**src/rtl/cacode_sched_if.sv**
```systemverilog
// Control/status bundle between a channel's register block and its C/A code scheduler.
// The register block drives through the master modport; cacode_sched connects via slave.
interface cacode_sched_if #(
  parameter int unsigned NCO_W  = 32,
  parameter int unsigned SLEW_W = 10
);
  logic              cfg_we;
  logic [9:0]        cfg_init;
  logic              cfg_g2_init;
  logic              start;
  logic              stop;
  logic [NCO_W-1:0]  code_rate;
  logic              slew_req;
  logic [SLEW_W-1:0] slew_chips;
  logic              slew_busy;
  logic              cg_rst;
  logic              cg_g2_init;
  logic [9:0]        cg_init;
  logic              cg_rd;
  logic [9:0]        chip_idx;
  logic              epoch;
  logic [4:0]        ms_idx;
  logic              bit_edge;
  logic              running;

  modport master (
    output cfg_we, cfg_init, cfg_g2_init, start, stop, code_rate, slew_req, slew_chips,
    input  slew_busy, cg_rst, cg_g2_init, cg_init, cg_rd, chip_idx, epoch, ms_idx, bit_edge,
           running
  );

  modport slave (
    input  cfg_we, cfg_init, cfg_g2_init, start, stop, code_rate, slew_req, slew_chips,
    output slew_busy, cg_rst, cg_g2_init, cg_init, cg_rd, chip_idx, epoch, ms_idx, bit_edge,
           running
  );
endinterface

```
**src/rtl/cacode_sched.sv**
```systemverilog
// C/A code chip-rate scheduler: code NCO, generator reset/advance strobes and code-phase
// tracking (chip, 1 ms epoch, 20 ms bit edge), with whole-chip slewing by holding the code.
module cacode_sched #(
  parameter int unsigned NCO_W  = 32,
  parameter int unsigned SLEW_W = 10
) (
  input logic           clk,
  input logic           rst_n,
  cacode_sched_if.slave bus
);

  typedef enum logic [1:0] {StIdle, StLoad, StRun, StSlew} state_e;

  state_e            state_q;
  logic [NCO_W-1:0]  acc_q;
  logic [NCO_W-1:0]  acc_sum;
  logic              carry;
  logic [SLEW_W-1:0] hold_q;
  logic [9:0]        init_q;
  logic              g2_q;
  logic [9:0]        chip_q;
  logic [4:0]        ms_q;
  logic              cg_rst_q, cg_rd_q, epoch_q, bit_edge_q, slew_busy_q, running_q;

  always_comb begin
    {carry, acc_sum} = {1'b0, acc_q} + {1'b0, bus.code_rate};
  end

  always_ff @(posedge clk or negedge rst_n) begin
    if (!rst_n) begin
      state_q     <= StIdle;
      acc_q       <= '0;
      hold_q      <= '0;
      init_q      <= 10'h3FF;
      g2_q        <= 1'b0;
      chip_q      <= '0;
      ms_q        <= '0;
      cg_rst_q    <= 1'b0;
      cg_rd_q     <= 1'b0;
      epoch_q     <= 1'b0;
      bit_edge_q  <= 1'b0;
      slew_busy_q <= 1'b0;
      running_q   <= 1'b0;
    end else begin
      if (bus.cfg_we) begin
        init_q <= bus.cfg_init;
        g2_q   <= bus.cfg_g2_init;
      end
      cg_rst_q   <= 1'b0;
      cg_rd_q    <= 1'b0;
      epoch_q    <= 1'b0;
      bit_edge_q <= 1'b0;

      if (state_q != StIdle && bus.stop) begin
        state_q     <= StIdle;
        slew_busy_q <= 1'b0;
        running_q   <= 1'b0;
      end else if (!bus.stop && bus.start) begin
        // Phase is cleared on entry so chip_idx reads 0 while the generator is in reset.
        state_q     <= StLoad;
        cg_rst_q    <= 1'b1;
        acc_q       <= '0;
        chip_q      <= '0;
        ms_q        <= '0;
        slew_busy_q <= 1'b0;
        running_q   <= 1'b0;
      end else begin
        unique case (state_q)
          StIdle: ;
          StLoad: begin
            state_q   <= StRun;
            running_q <= 1'b1;
          end
          StRun: begin
            acc_q <= acc_sum;
            if (carry) begin
              cg_rd_q <= 1'b1;
              if (chip_q == 10'd1022) begin
                chip_q  <= '0;
                epoch_q <= 1'b1;
                if (ms_q == 5'd19) begin
                  ms_q       <= '0;
                  bit_edge_q <= 1'b1;
                end else begin
                  ms_q <= ms_q + 5'd1;
                end
              end else begin
                chip_q <= chip_q + 10'd1;
              end
            end
            if (bus.slew_req && bus.slew_chips != '0) begin
              state_q     <= StSlew;
              hold_q      <= bus.slew_chips;
              slew_busy_q <= 1'b1;
            end
          end
          StSlew: begin
            acc_q <= acc_sum;
            if (carry) begin
              hold_q <= hold_q - SLEW_W'(1);
              if (hold_q == SLEW_W'(1)) begin
                state_q     <= StRun;
                slew_busy_q <= 1'b0;
              end
            end
          end
          default: state_q <= StIdle;
        endcase
      end
    end
  end

  assign bus.slew_busy  = slew_busy_q;
  assign bus.cg_rst     = cg_rst_q;
  assign bus.cg_g2_init = g2_q;
  assign bus.cg_init    = init_q;
  assign bus.cg_rd      = cg_rd_q;
  assign bus.chip_idx   = chip_q;
  assign bus.epoch      = epoch_q;
  assign bus.ms_idx     = ms_q;
  assign bus.bit_edge   = bit_edge_q;
  assign bus.running    = running_q;

endmodule

```
**src/flat_wrapper.sv**
```systemverilog
// flat-port wrapper written by rule: the top's interface ports become plain ports
module cacode_sched_flat 
#(
  parameter int unsigned NCO_W  = 32,
  parameter int unsigned SLEW_W = 10
)
  (clk, rst_n, bus_cfg_we, bus_cfg_init, bus_cfg_g2_init, bus_start, bus_stop, bus_code_rate, bus_slew_req, bus_slew_chips, bus_slew_busy, bus_cg_rst, bus_cg_g2_init, bus_cg_init, bus_cg_rd, bus_chip_idx, bus_epoch, bus_ms_idx, bus_bit_edge, bus_running);
  cacode_sched_if #(.NCO_W(NCO_W), .SLEW_W(SLEW_W)) bus_i ();
  input logic clk;
  input logic rst_n;
  input wire logic [$bits(bus_i.cfg_we)-1:0] bus_cfg_we;
  input wire logic [$bits(bus_i.cfg_init)-1:0] bus_cfg_init;
  input wire logic [$bits(bus_i.cfg_g2_init)-1:0] bus_cfg_g2_init;
  input wire logic [$bits(bus_i.start)-1:0] bus_start;
  input wire logic [$bits(bus_i.stop)-1:0] bus_stop;
  input wire logic [$bits(bus_i.code_rate)-1:0] bus_code_rate;
  input wire logic [$bits(bus_i.slew_req)-1:0] bus_slew_req;
  input wire logic [$bits(bus_i.slew_chips)-1:0] bus_slew_chips;
  output wire logic [$bits(bus_i.slew_busy)-1:0] bus_slew_busy;
  output wire logic [$bits(bus_i.cg_rst)-1:0] bus_cg_rst;
  output wire logic [$bits(bus_i.cg_g2_init)-1:0] bus_cg_g2_init;
  output wire logic [$bits(bus_i.cg_init)-1:0] bus_cg_init;
  output wire logic [$bits(bus_i.cg_rd)-1:0] bus_cg_rd;
  output wire logic [$bits(bus_i.chip_idx)-1:0] bus_chip_idx;
  output wire logic [$bits(bus_i.epoch)-1:0] bus_epoch;
  output wire logic [$bits(bus_i.ms_idx)-1:0] bus_ms_idx;
  output wire logic [$bits(bus_i.bit_edge)-1:0] bus_bit_edge;
  output wire logic [$bits(bus_i.running)-1:0] bus_running;
  assign bus_i.cfg_we = bus_cfg_we;
  assign bus_i.cfg_init = bus_cfg_init;
  assign bus_i.cfg_g2_init = bus_cfg_g2_init;
  assign bus_i.start = bus_start;
  assign bus_i.stop = bus_stop;
  assign bus_i.code_rate = bus_code_rate;
  assign bus_i.slew_req = bus_slew_req;
  assign bus_i.slew_chips = bus_slew_chips;
  assign bus_slew_busy = bus_i.slew_busy;
  assign bus_cg_rst = bus_i.cg_rst;
  assign bus_cg_g2_init = bus_i.cg_g2_init;
  assign bus_cg_init = bus_i.cg_init;
  assign bus_cg_rd = bus_i.cg_rd;
  assign bus_chip_idx = bus_i.chip_idx;
  assign bus_epoch = bus_i.epoch;
  assign bus_ms_idx = bus_i.ms_idx;
  assign bus_bit_edge = bus_i.bit_edge;
  assign bus_running = bus_i.running;
  cacode_sched #(.NCO_W(NCO_W), .SLEW_W(SLEW_W)) u_core (.clk(clk), .rst_n(rst_n), .bus(bus_i));
endmodule
```
**config.mk**
```make
export PLATFORM = sky130hd
export DESIGN_NAME = cacode_sched_flat
export DESIGN_NICKNAME = d
export VERILOG_FILES = /design/src/rtl/cacode_sched_if.sv /design/src/rtl/cacode_sched.sv /design/src/flat_wrapper.sv
export SDC_FILE = /design/constraint.sdc
export NUM_CORES = 1
export LEC_CHECK = 0
export ABC_AREA = 0
export CAP_MARGIN = 0
export CELL_PAD_IN_SITES_DETAIL_PLACEMENT = 0
export CELL_PAD_IN_SITES_GLOBAL_PLACEMENT = 1
export CORE_MARGIN = 5
export CORE_UTILIZATION = 44
export CTS_CLUSTER_SIZE = 20
export DETAILED_ROUTE_END_ITERATION = 10
export PLACE_DENSITY = 0.95
export REMOVE_ABC_BUFFERS = 1
export SETUP_SLACK_MARGIN = 0.15
export SLEW_MARGIN = 40
export SYNTH_ARGS = -nofsm -noshare
export SYNTH_HDL_FRONTEND = slang
export SYNTH_SLANG_ARGS = --single-unit
```
**constraint.sdc**
```tcl
create_clock -name clk -period 8.17 [get_ports clk]
set_input_delay 1.2255 -clock clk [delete_from_list [all_inputs] [get_ports clk]]
set_output_delay 1.2255 -clock clk [all_outputs]
set_load 0.05 [all_outputs]
```
Yosys cells after proc, flatten, opt, wreduce, memory -nomap -nowiden
Cells that the tools add are included.
W data, S select, Z words.
- ROM bits: 0
- flip-flop bits (word level): 76
- output and inout bits: 32
- memory bits (writable): 0
- bits of input ports: 59
- bits in latches: 0
- memories kept: 0
- multiplexer cells: 46
- add/subtract/negate cells: 4
- magnitude comparators: 0
- div/mod/pow operators: 0
- reduce and logical (&&, ||, !) cells: 21
- $mul: 0
- shifts and indexed selects: 0
- bitwise gates (word level): 2
- equality and inequality tests: 11
- operators by type and width (kind ; count):
    $mux W32 ; 2
    $mux W10 ; 6
    $add A32 B32 Y33 ; 1
    $mux W1 ; 25
    $mux W5 ; 5
    $pmux W10 S2 ; 1
    $ne A4 B1 Y1 const B ; 3
    $reduce_and A4 Y1 ; 3
    $reduce_bool A2 Y1 ; 6
    $add A10 B1 Y10 const B ; 1
    $eq A10 B1 Y1 const B ; 1
    $eq A10 B10 Y1 const B ; 1
    $mux W2 ; 5
    $reduce_bool A10 Y1 ; 1
    $sub A10 B1 Y10 const B ; 1
    $pmux W2 S3 ; 1
    $add A5 B1 Y5 const B ; 1
    $eq A5 B5 Y1 const B ; 1
    $reduce_and A5 Y1 ; 1
    $reduce_bool A5 Y1 ; 1
    $eq A2 B2 Y1 const B ; 2
    $ne A2 B1 Y1 const B ; 2
    $reduce_bool A4 Y1 ; 1
    $logic_and A1 B1 Y1 ; 3
    other kinds (8) ; 9

Depth between registers and ports, before layout
Gate-level depths: netlist (run 1).
- word-level depth: 7
- gate-level depth with buffers: 11

Worst setup path before layout (run 1)
No wires, ideal clock.
- kind: input -> register
- start point: in bus_code_rate[0]
- end point: reg u_core.chip_q[4], in the netlist u_core.bus.chip_idx[4]
- arrival: 3537 ps
- stages: 11
- path buffers: 1
- setup time: 121 ps
- path slack: 4511 ps
- cell sequence: ha_1 > fa_1 > a211o_1 > a211oi_2 > o21ai_4 > o211a_4 > o21ai_4 > or3_1 > buf_6 > nor3_2 > o22a_1
- cells in the longest elaborated chain, start to end: 3
- ends and longest elaborated chain (element ; line ; source):
    start: declaration ; flat_wrapper.sv:16 ; input wire logic [$bits(bus_i.code_rate)-1:0] bus_code_rate;
    $add A32 B32 Y33 ; cacode_sched.sv:26 ; {carry, acc_sum} = {1'b0, acc_q} + {1'b0, bus.code_rate};
    $reduce_bool A2 Y1 (no line) ; n/a ;
    $reduce_and A3 Y1 (no line) ; n/a ;
    end signal: assignment ; cacode_sched.sv:88 ; chip_q <= chip_q + 10'd1;
    end: declaration ; cacode_sched.sv:21 ; logic [9:0] chip_q;
Every way passes these cells.
A chain may end at the register's enable or synchronous reset.

Worst setup path after layout (run 1)
Ends and elaborated chain as after synthesis.

==> results.md, run 1 <==
- Post-synth top area share: 31.0%
- Clk pwr share: 18.2%
- Via count: 4,686
- Fin Clk Skew: 0.00930 ns
- Die W: 120 um
- Critical path arrival: 4.34 ns
- Post-Synthesis Cell Area: 5330 um2
- Routability congestion estimate: 0.883
- Resized Gates After CTS: 0
- Maximum clock path buffer count: 2
- Path length in cells of the critical path: 11
- Hpwl dp: 9790 um
- TritonCTS Buffers: 9
- Sw Share: 43.8%
- RSZ-0062 raised after global routing: no
- Leakage power: 2.79 nW
- Post-route DRC: 0
- First-pass GRT wire length: 22,500 um
- Top cells by area, synth: dfrtp_1 31%, ha_1 9.6%, a21oi_1 5.0%, dfstp_2 4.9%, nand2_1 4.4%
- MaxCap Viol Count: 0
- Post-synth EDFFs: 0
- Cells along the critical path: clkdlybuf4s50_1 -> ha_1 -> fa_1 -> a211o_1 -> a211oi_2 -> o21ai_4 -> o211a_4 -> o21ai_4 -> or3_1 -> nor3_2 -> o22a_1
- Global Route Usage Sum: 19.0%
- Max-slew violation count: 0
- Outcome: finished, final reports clean
- Most common cell in the netlist: dfrtp_1
- Cell family with most CP delay: compound AO/OA/AOI/OAI gates
- Drt total wl: 13,200 um
- Die height: 120 um
- Hold Path Depth: 2
- Crit-path max cell delay: 0.45 ns
- Register area share after synthesis: 35.9%
- Power density cells: 322 nW/um2
- Die ar.: 14,400 um2
- Worst Tran Pin Value: 0.772 ns
- Vias in the first global route: 4,686
- Antenna diodes: 0
- Async SR Flop Fraction: 100%
- Final period util: 50.4%
- Io pins: 91
- Initial antenna violation count: 0
- Number of buffer and inverter stages on the critical path: 1
- Share of cells above drive strength 1: 10.1%
- Clock sink total: 76
- Worst hold path class: register to register
- Cells after Synth: 595
- Int Power: 1.20 mW
- Vias/cell: 5.66
- Final critical-path required period: 4.12 ns
- Antenna Nets Post-Route: 0
- Register share of total power: 27.3%
- Fin. Hold Viols: 0
- Starting Density: 44.6%
- Worst-path clk slew: 0.06 ns
- Avg Cell Area, Syn: 8.96 um2
- Setup Crit Path Kind: primary input to register
- IO Port Bufs: 90
- Largest net degree at the start of global routing: 77
- Area growth syn-to-layout: 24.3%
- Fill cells: 1,097
- DR iter-0 viols: 206
- Root Buffer: clkbuf_16
- Relative slew slack: 48.1%
- Most Frequent Cell on Critical Path: o21ai_4
- Setup_tns: 0 ns
- Worst vdd rail ir drop: 151 uV
- Synth area leader: dfrtp_1
- Avg WL per Cell: 15.9 um
- Worst R2R Path Depth: 10
- Fmax: 0.243 GHz
- Req. time, crit path: 8.40 ns
- Yosys cell types: 71
- Post-CTS Hold Buffers: 0
- Core ar.: 12,000 um2
- Std cell rows: 40
- CTS tree: built
- Critical Path End Type: register
- WHS: 0.485 ns
- Clk_lat worst skew: 0.34 ns
- Dominant register cell in the synthesized netlist: dfrtp_1
- CTS H-tree lvls: 3
- #FFs+latches synth: 76
- CP startpoint kind: primary input
- Most common library cells after synthesis: 66 x dfrtp_1, 63 x nand2_1, 53 x a21oi_1
- Final setup vio count: 0
- Slowest library cell on the worst path: fa_1
- Drt pass-1 iters: 4
- Post-CTS Setup Bufs: 0
- Logic pwr share: 54.5%
- Final nets: 777
- Total grt overflow: 0
- Net Sw Power: 0.934 mW
- Yosys warning count: 0
- CP max FO: 9
## worst reg2reg max path: stages, from the launching register on
cell and delay, ns:
dfrtp_1 0.39, ha_1 0.23, fa_1 0.45, a211o_1 0.32
a211oi_2 0.38, o21ai_4 0.13, o211a_4 0.31, o21ai_4 0.18
or3_1 0.42, nor3_2 0.07, o22a_1 0.20
## through the flow
step | cells | power, mW | instance area [um2] | worst slack [ns] | utilization, %
after floorplan | 574 | 1.46 | 5240 | 4.42 | -
after global placement | 812 | 1.71 | 6330 | 3.83 | 52.9
after detailed placement | 812 | 1.74 | 6330 | 3.75 | 52.9
after CTS | 828 | 2.14 | 6620 | 4.09 | 55.3
after global routing | 828 | 2.31 | 6630 | 3.92 | 55.4
final | 828 | 2.13 | 6630 | 4.05 | 55.4
## power by group through the flow
| stage | Clock, mW | Sequential (mW) | Combinational (mW) |
|---|---|---|---|
| final | 0.387 | 0.582 | 1.16 |
| after global routing | 0.413 | 0.598 | 1.30 |
| after CTS | 0.399 | 0.581 | 1.16 |
| after detailed placement | 0 | 0.588 | 1.15 |
| after global placement | 0 | 0.580 | 1.13 |
| after floorplan | 0 | 0.607 | 0.850 |
## layout make-up
cell class / count / area [um2] / area share (%)
repair buffers: 91 / 910 / 13.7
clock inverters: 5 / 35.0 / 0.529
flip-flops and latches: 76 / 1910 / 28.9
well taps: 147 / 184 / 2.78
clock buffers: 11 / 253 / 3.81
inverters: 19 / 71.3 / 1.08
multi-input cells: 479 / 3260 / 49.2
## placed cells by master (no fill, tap or decap), types with 6 or more instances in the layout
master,Yosys,final
o211ai_1,9,9
o21ai_0,43,43
clkdlybuf4s50_1,0,89
nor2_1,36,35
dfrtp_1,66,66
inv_1,17,17
o22ai_1,6,6
nand2_1,63,63
a21oi_1,53,53
mux2_2,11,11
and2_1,7,7
nand3_1,18,18
nor3_1,13,13
a21o_1,18,18
nand2b_1,8,8
xnor2_1,14,14
dfstp_2,10,10
o21ai_1,17,17
clkbuf_16,0,9
nand4_1,8,8
mux2i_1,8,8
nor4_1,8,8
xor2_1,9,9
ha_1,41,40
## path summary, 6_finish.rpt
| kind | start | end | slack [ns] |
|---|---|---|---|
| worst max-delay path | bus_code_rate[0] | u_core.bus.chip_idx[4] | 4.05 |
| worst max register to register | u_core.acc_q[0] | u_core.bus.chip_idx[4] | 4.98 |
| min in group asynchronous | rst_n | u_core.acc_q[18] | 0.89 |
| worst min register to register | u_core.acc_q[26] | u_core.acc_q[26] | 0.48 |
| worst min-delay path | u_core.acc_q[26] | u_core.acc_q[26] | 0.48 |
| max in group asynchronous | rst_n | u_core.bus.bit_edge | 6.74 |
## per-layer routing
layer / track usage, % / vias up / wire length (um)
met4: 6.73 / 0 / 198
met3: 4.57 / 14 / 702
met2: 30.2 / 112 / 6250
met5: 0 / - / 0
li1: - / 2353 / -
met1: 25.1 / 2207 / 6050
## sequential cells by signal, summed over array words and instances, names as in the netlist, 2 cells and up
register,cells
u_core.state_q,2
u_core.bus.cg_init,10
u_core.acc_q,32
u_core.bus.ms_idx,5
u_core.bus.chip_idx,10
u_core.hold_q,10
## kinds of logic after synthesis
family	share of synthesized area, %
AO/OA/AOI/OAI	25.4
AND/OR/NAND/NOR	17.9
multiplexers	3.83
XOR/XNOR	3.78
adder cells (fa/ha/maj)	10.0
buffers and inverters	3.10
flip-flops	35.9
(Power assumes the default switching activity.)
==> run 2: changes to the inputs <==
- CORE_UTILIZATION: 44 -> 37
- PLACE_DENSITY: 0.95 -> 0.88
- clock period: 8.17 -> 3.6 ns (I/O delays scaled with it)
==> results.md, run 2 (same netlist as run 1, synthesis figures left out) <==
- RSZ-0062 raised after global routing: no
- Setup Crit Path Kind: primary input to register
- Via count: 4,812 (+2.7%)
- Root Buffer: clkbuf_16
- DR iter-0 viols: 315 (+53%)
- IO Port Bufs: 90 (unchanged)
- Reg2reg start: u_core.acc_q[0]
- Number of flip-flops in the largest register: 32 (unchanged)
- Most Frequent Cell on Critical Path: o21ai_4
- Die ar.: 16,900 um2 (+17%)
- Worst r2r dst: u_core.bus.chip_idx[2]
- Relative slew slack: 52.2% (+4.1 points)
- Reg with most FFs: u_core.acc_q
- First-pass GRT wire length: 23,200 um (+3.0%)
- Worst Tran Pin Value: 0.710 ns (-0.0615 ns)
- Fin. Hold Viols: 0 (unchanged)
- Leakage power: 2.88 nW (+3.3%)
- Fin Clk Skew: 0.00300 ns (-0.00630 ns)
- CTS tree: built
- Drt pass-1 iters: 5 (+1)
- Pre-CTS setup slack: -0.0179 ns (-3.77 ns)
- Most common cell after layout, fill and taps aside: clkdlybuf4s50_1
- Slowest library cell on the worst path: fa_1
- CTS H-tree lvls: 3 (unchanged)
- Power density cells: 738 nW/um2 (+130%)
- Starting Density: 38.1% (-6.5 points)
- Initial antenna violation count: 0 (unchanged)
- Area growth syn-to-layout: 27.9%
- Clock sink total: 76 (unchanged)
- Drt total wl: 13,900 um (+5.4%)
- Std cell rows: 43 (+7.5%)
- Req. time, crit path: 3.84 ns (-4.56 ns)
- Worst Setup SP: bus_code_rate[0]
- Worst hold path class: primary input to async pin
- Reg2Reg Setup Slack: 0.68 ns (-4.30 ns)
- CP max FO: 9 (unchanged)
- Vias/cell: 5.50 (-2.8%)
- Largest net degree at the start of global routing: 77 (unchanged)
- Fmax: 0.316 GHz
- MaxCap Viol Count: 0 (unchanged)
- Die height: 130 um (+8.3%)
- Share of cells above drive strength 1: 11.5% (+1.4 points)
- Total grt overflow: 0 (unchanged)
- Avg WL per Cell: 15.9 um (-0.23%)
- Antenna Nets Post-Route: 0 (unchanged)
- Hpwl dp: 10,400 um (+5.9%)
- Final critical-path required period: 3.16 ns
- Worst R2R Path Depth: 10 (unchanged)
- Antenna diodes: 0 (unchanged)
- Final period util: 87.9%
- Worst-path clk slew: 0.06 ns (about the same)
- Maximum clock path buffer count: 2 (unchanged)
- Core ar.: 14,000 um2 (+17%)
- Cells along the critical path: clkdlybuf4s50_1 -> ha_1 -> fa_1 -> a211o_1 -> a211oi_2 -> o21ai_4 -> o211a_4 -> o21ai_4 -> a22o_2 -> o21ai_1 -> o31ai_1
- Outcome: finished, final reports clean
- Setup WS post-layout: 0.435 ns (-3.62 ns)
- Crit-path max cell delay: 0.42 ns (-0.03 ns)
- Max-slew violation count: 0 (unchanged)
- Post-route DRC: 0 (unchanged)
- Io pins: 91 (unchanged)
- CP startpoint kind: primary input
- Most frequent cells in the layout: 89 x clkdlybuf4s50_1, 66 x dfrtp_1, 63 x nand2_1
- Routability congestion estimate: 0.859 (-2.8%)
- Critical path arrival: 3.40 ns (-0.94 ns)
- TritonCTS Buffers: 9 (unchanged)
- WHS: 0.227 ns (-0.257 ns)
- Clk_lat worst skew: 0.34 ns (about the same)
- Critical Path End Type: register
- Final nets: 791 (+1.8%)
- Global Route Usage Sum: 16.9% (-2.1 points)
- Final setup vio count: 0 (unchanged)
- Vias in the first global route: 4,959 (+5.8%)
- Die W: 130 um (+8.3%)
- Worst vdd rail ir drop: 368 uV (+140%)
- Worst setup endpoint: u_core.bus.chip_idx[2]
## run 2: cell types whose count changed in the layout (fill, tap and decap cells not counted), sizes merged
cell	before	now
clkbuf	11	14
clkinv	4	2
buf	2	16
clkinvlp	1	0
## run 2: worst min path at each step
| stage | from | endpoint | slack [ns] | cells past startpoint |
|---|---|---|---|---|
| finish | rst_n | u_core.bus.chip_idx[3] | 0.23 | 1 |
| global placement | u_core.acc_q[23] | u_core.acc_q[23] | 0.46 | 2 |
| CTS | rst_n | u_core.bus.chip_idx[3] | 0.27 | 1 |
| global route | rst_n | u_core.bus.chip_idx[3] | 0.29 | 1 |
| detailed placement | u_core.acc_q[2] | u_core.acc_q[2] | 0.47 | 2 |
| floorplan | rst_n | u_core.acc_q[0] | 0.24 | 0 |
## run 2: cell type report
type	instances	area, um2
tap	180	225
clock inverter	2	17.5
sequential	76	1910
fill	1368	7170
inverter	19	71.3
multi-input combinational	479	3250
clock buffer	14	318
timing repair buffer	105	1010
## run 2: timing repair
item,4_1_cts,5_1_grt
gates resized for setup,0,1
setup buffers,0,0
endpoints found under the setup margin,0,6
hold buffers,0,0
## run 2: per-layer routing
| layer | wire length (um) | part of all wire, % | vias up | GRT usage, % |
|---|---|---|---|---|
| met4 | 188 | 1.4 | 0 | 4.77 |
| met3 | 671 | 4.8 | 18 | 3.89 |
| met2 | 6660 | 48 | 109 | 28.1 |
| met1 | 6400 | 46 | 2304 | 22.0 |
| met5 | 0 | 0 | - | 0 |
| li1 | - | - | 2381 | - |
## run 2: stage by stage
step	util (%)	power, mW	setup TNS, ns	cells	instance area [um2]
2_1_floorplan	-	3.31	0	574	5240
3_3_place_gp	46.3	3.94	0	859	6470
3_5_place_dp	46.3	4.03	-0.0813	859	6480
4_1_cts	48.7	5.04	0	875	6810
5_1_grt	48.7	5.45	0	875	6820
6_report	48.7	5.03	0	875	6820
## run 2: power breakdown
| part | leakage [nW] | internal [mW] | total, mW | switching (mW) |
|---|---|---|---|---|
| sequential | 0.969 | 1.13 | 1.32 | 0.185 |
| clock | 0.165 | 0.616 | 0.985 | 0.369 |
| combinational | 1.75 | 1.13 | 2.72 | 1.59 |
## run 2: critical path, delay by kind of cell
kind	cells	cell delay [ns]
AO/OA/AOI/OAI	8	1.77
buffers and inverters	1	0.41
adder cells (fa/ha/maj)	2	0.67
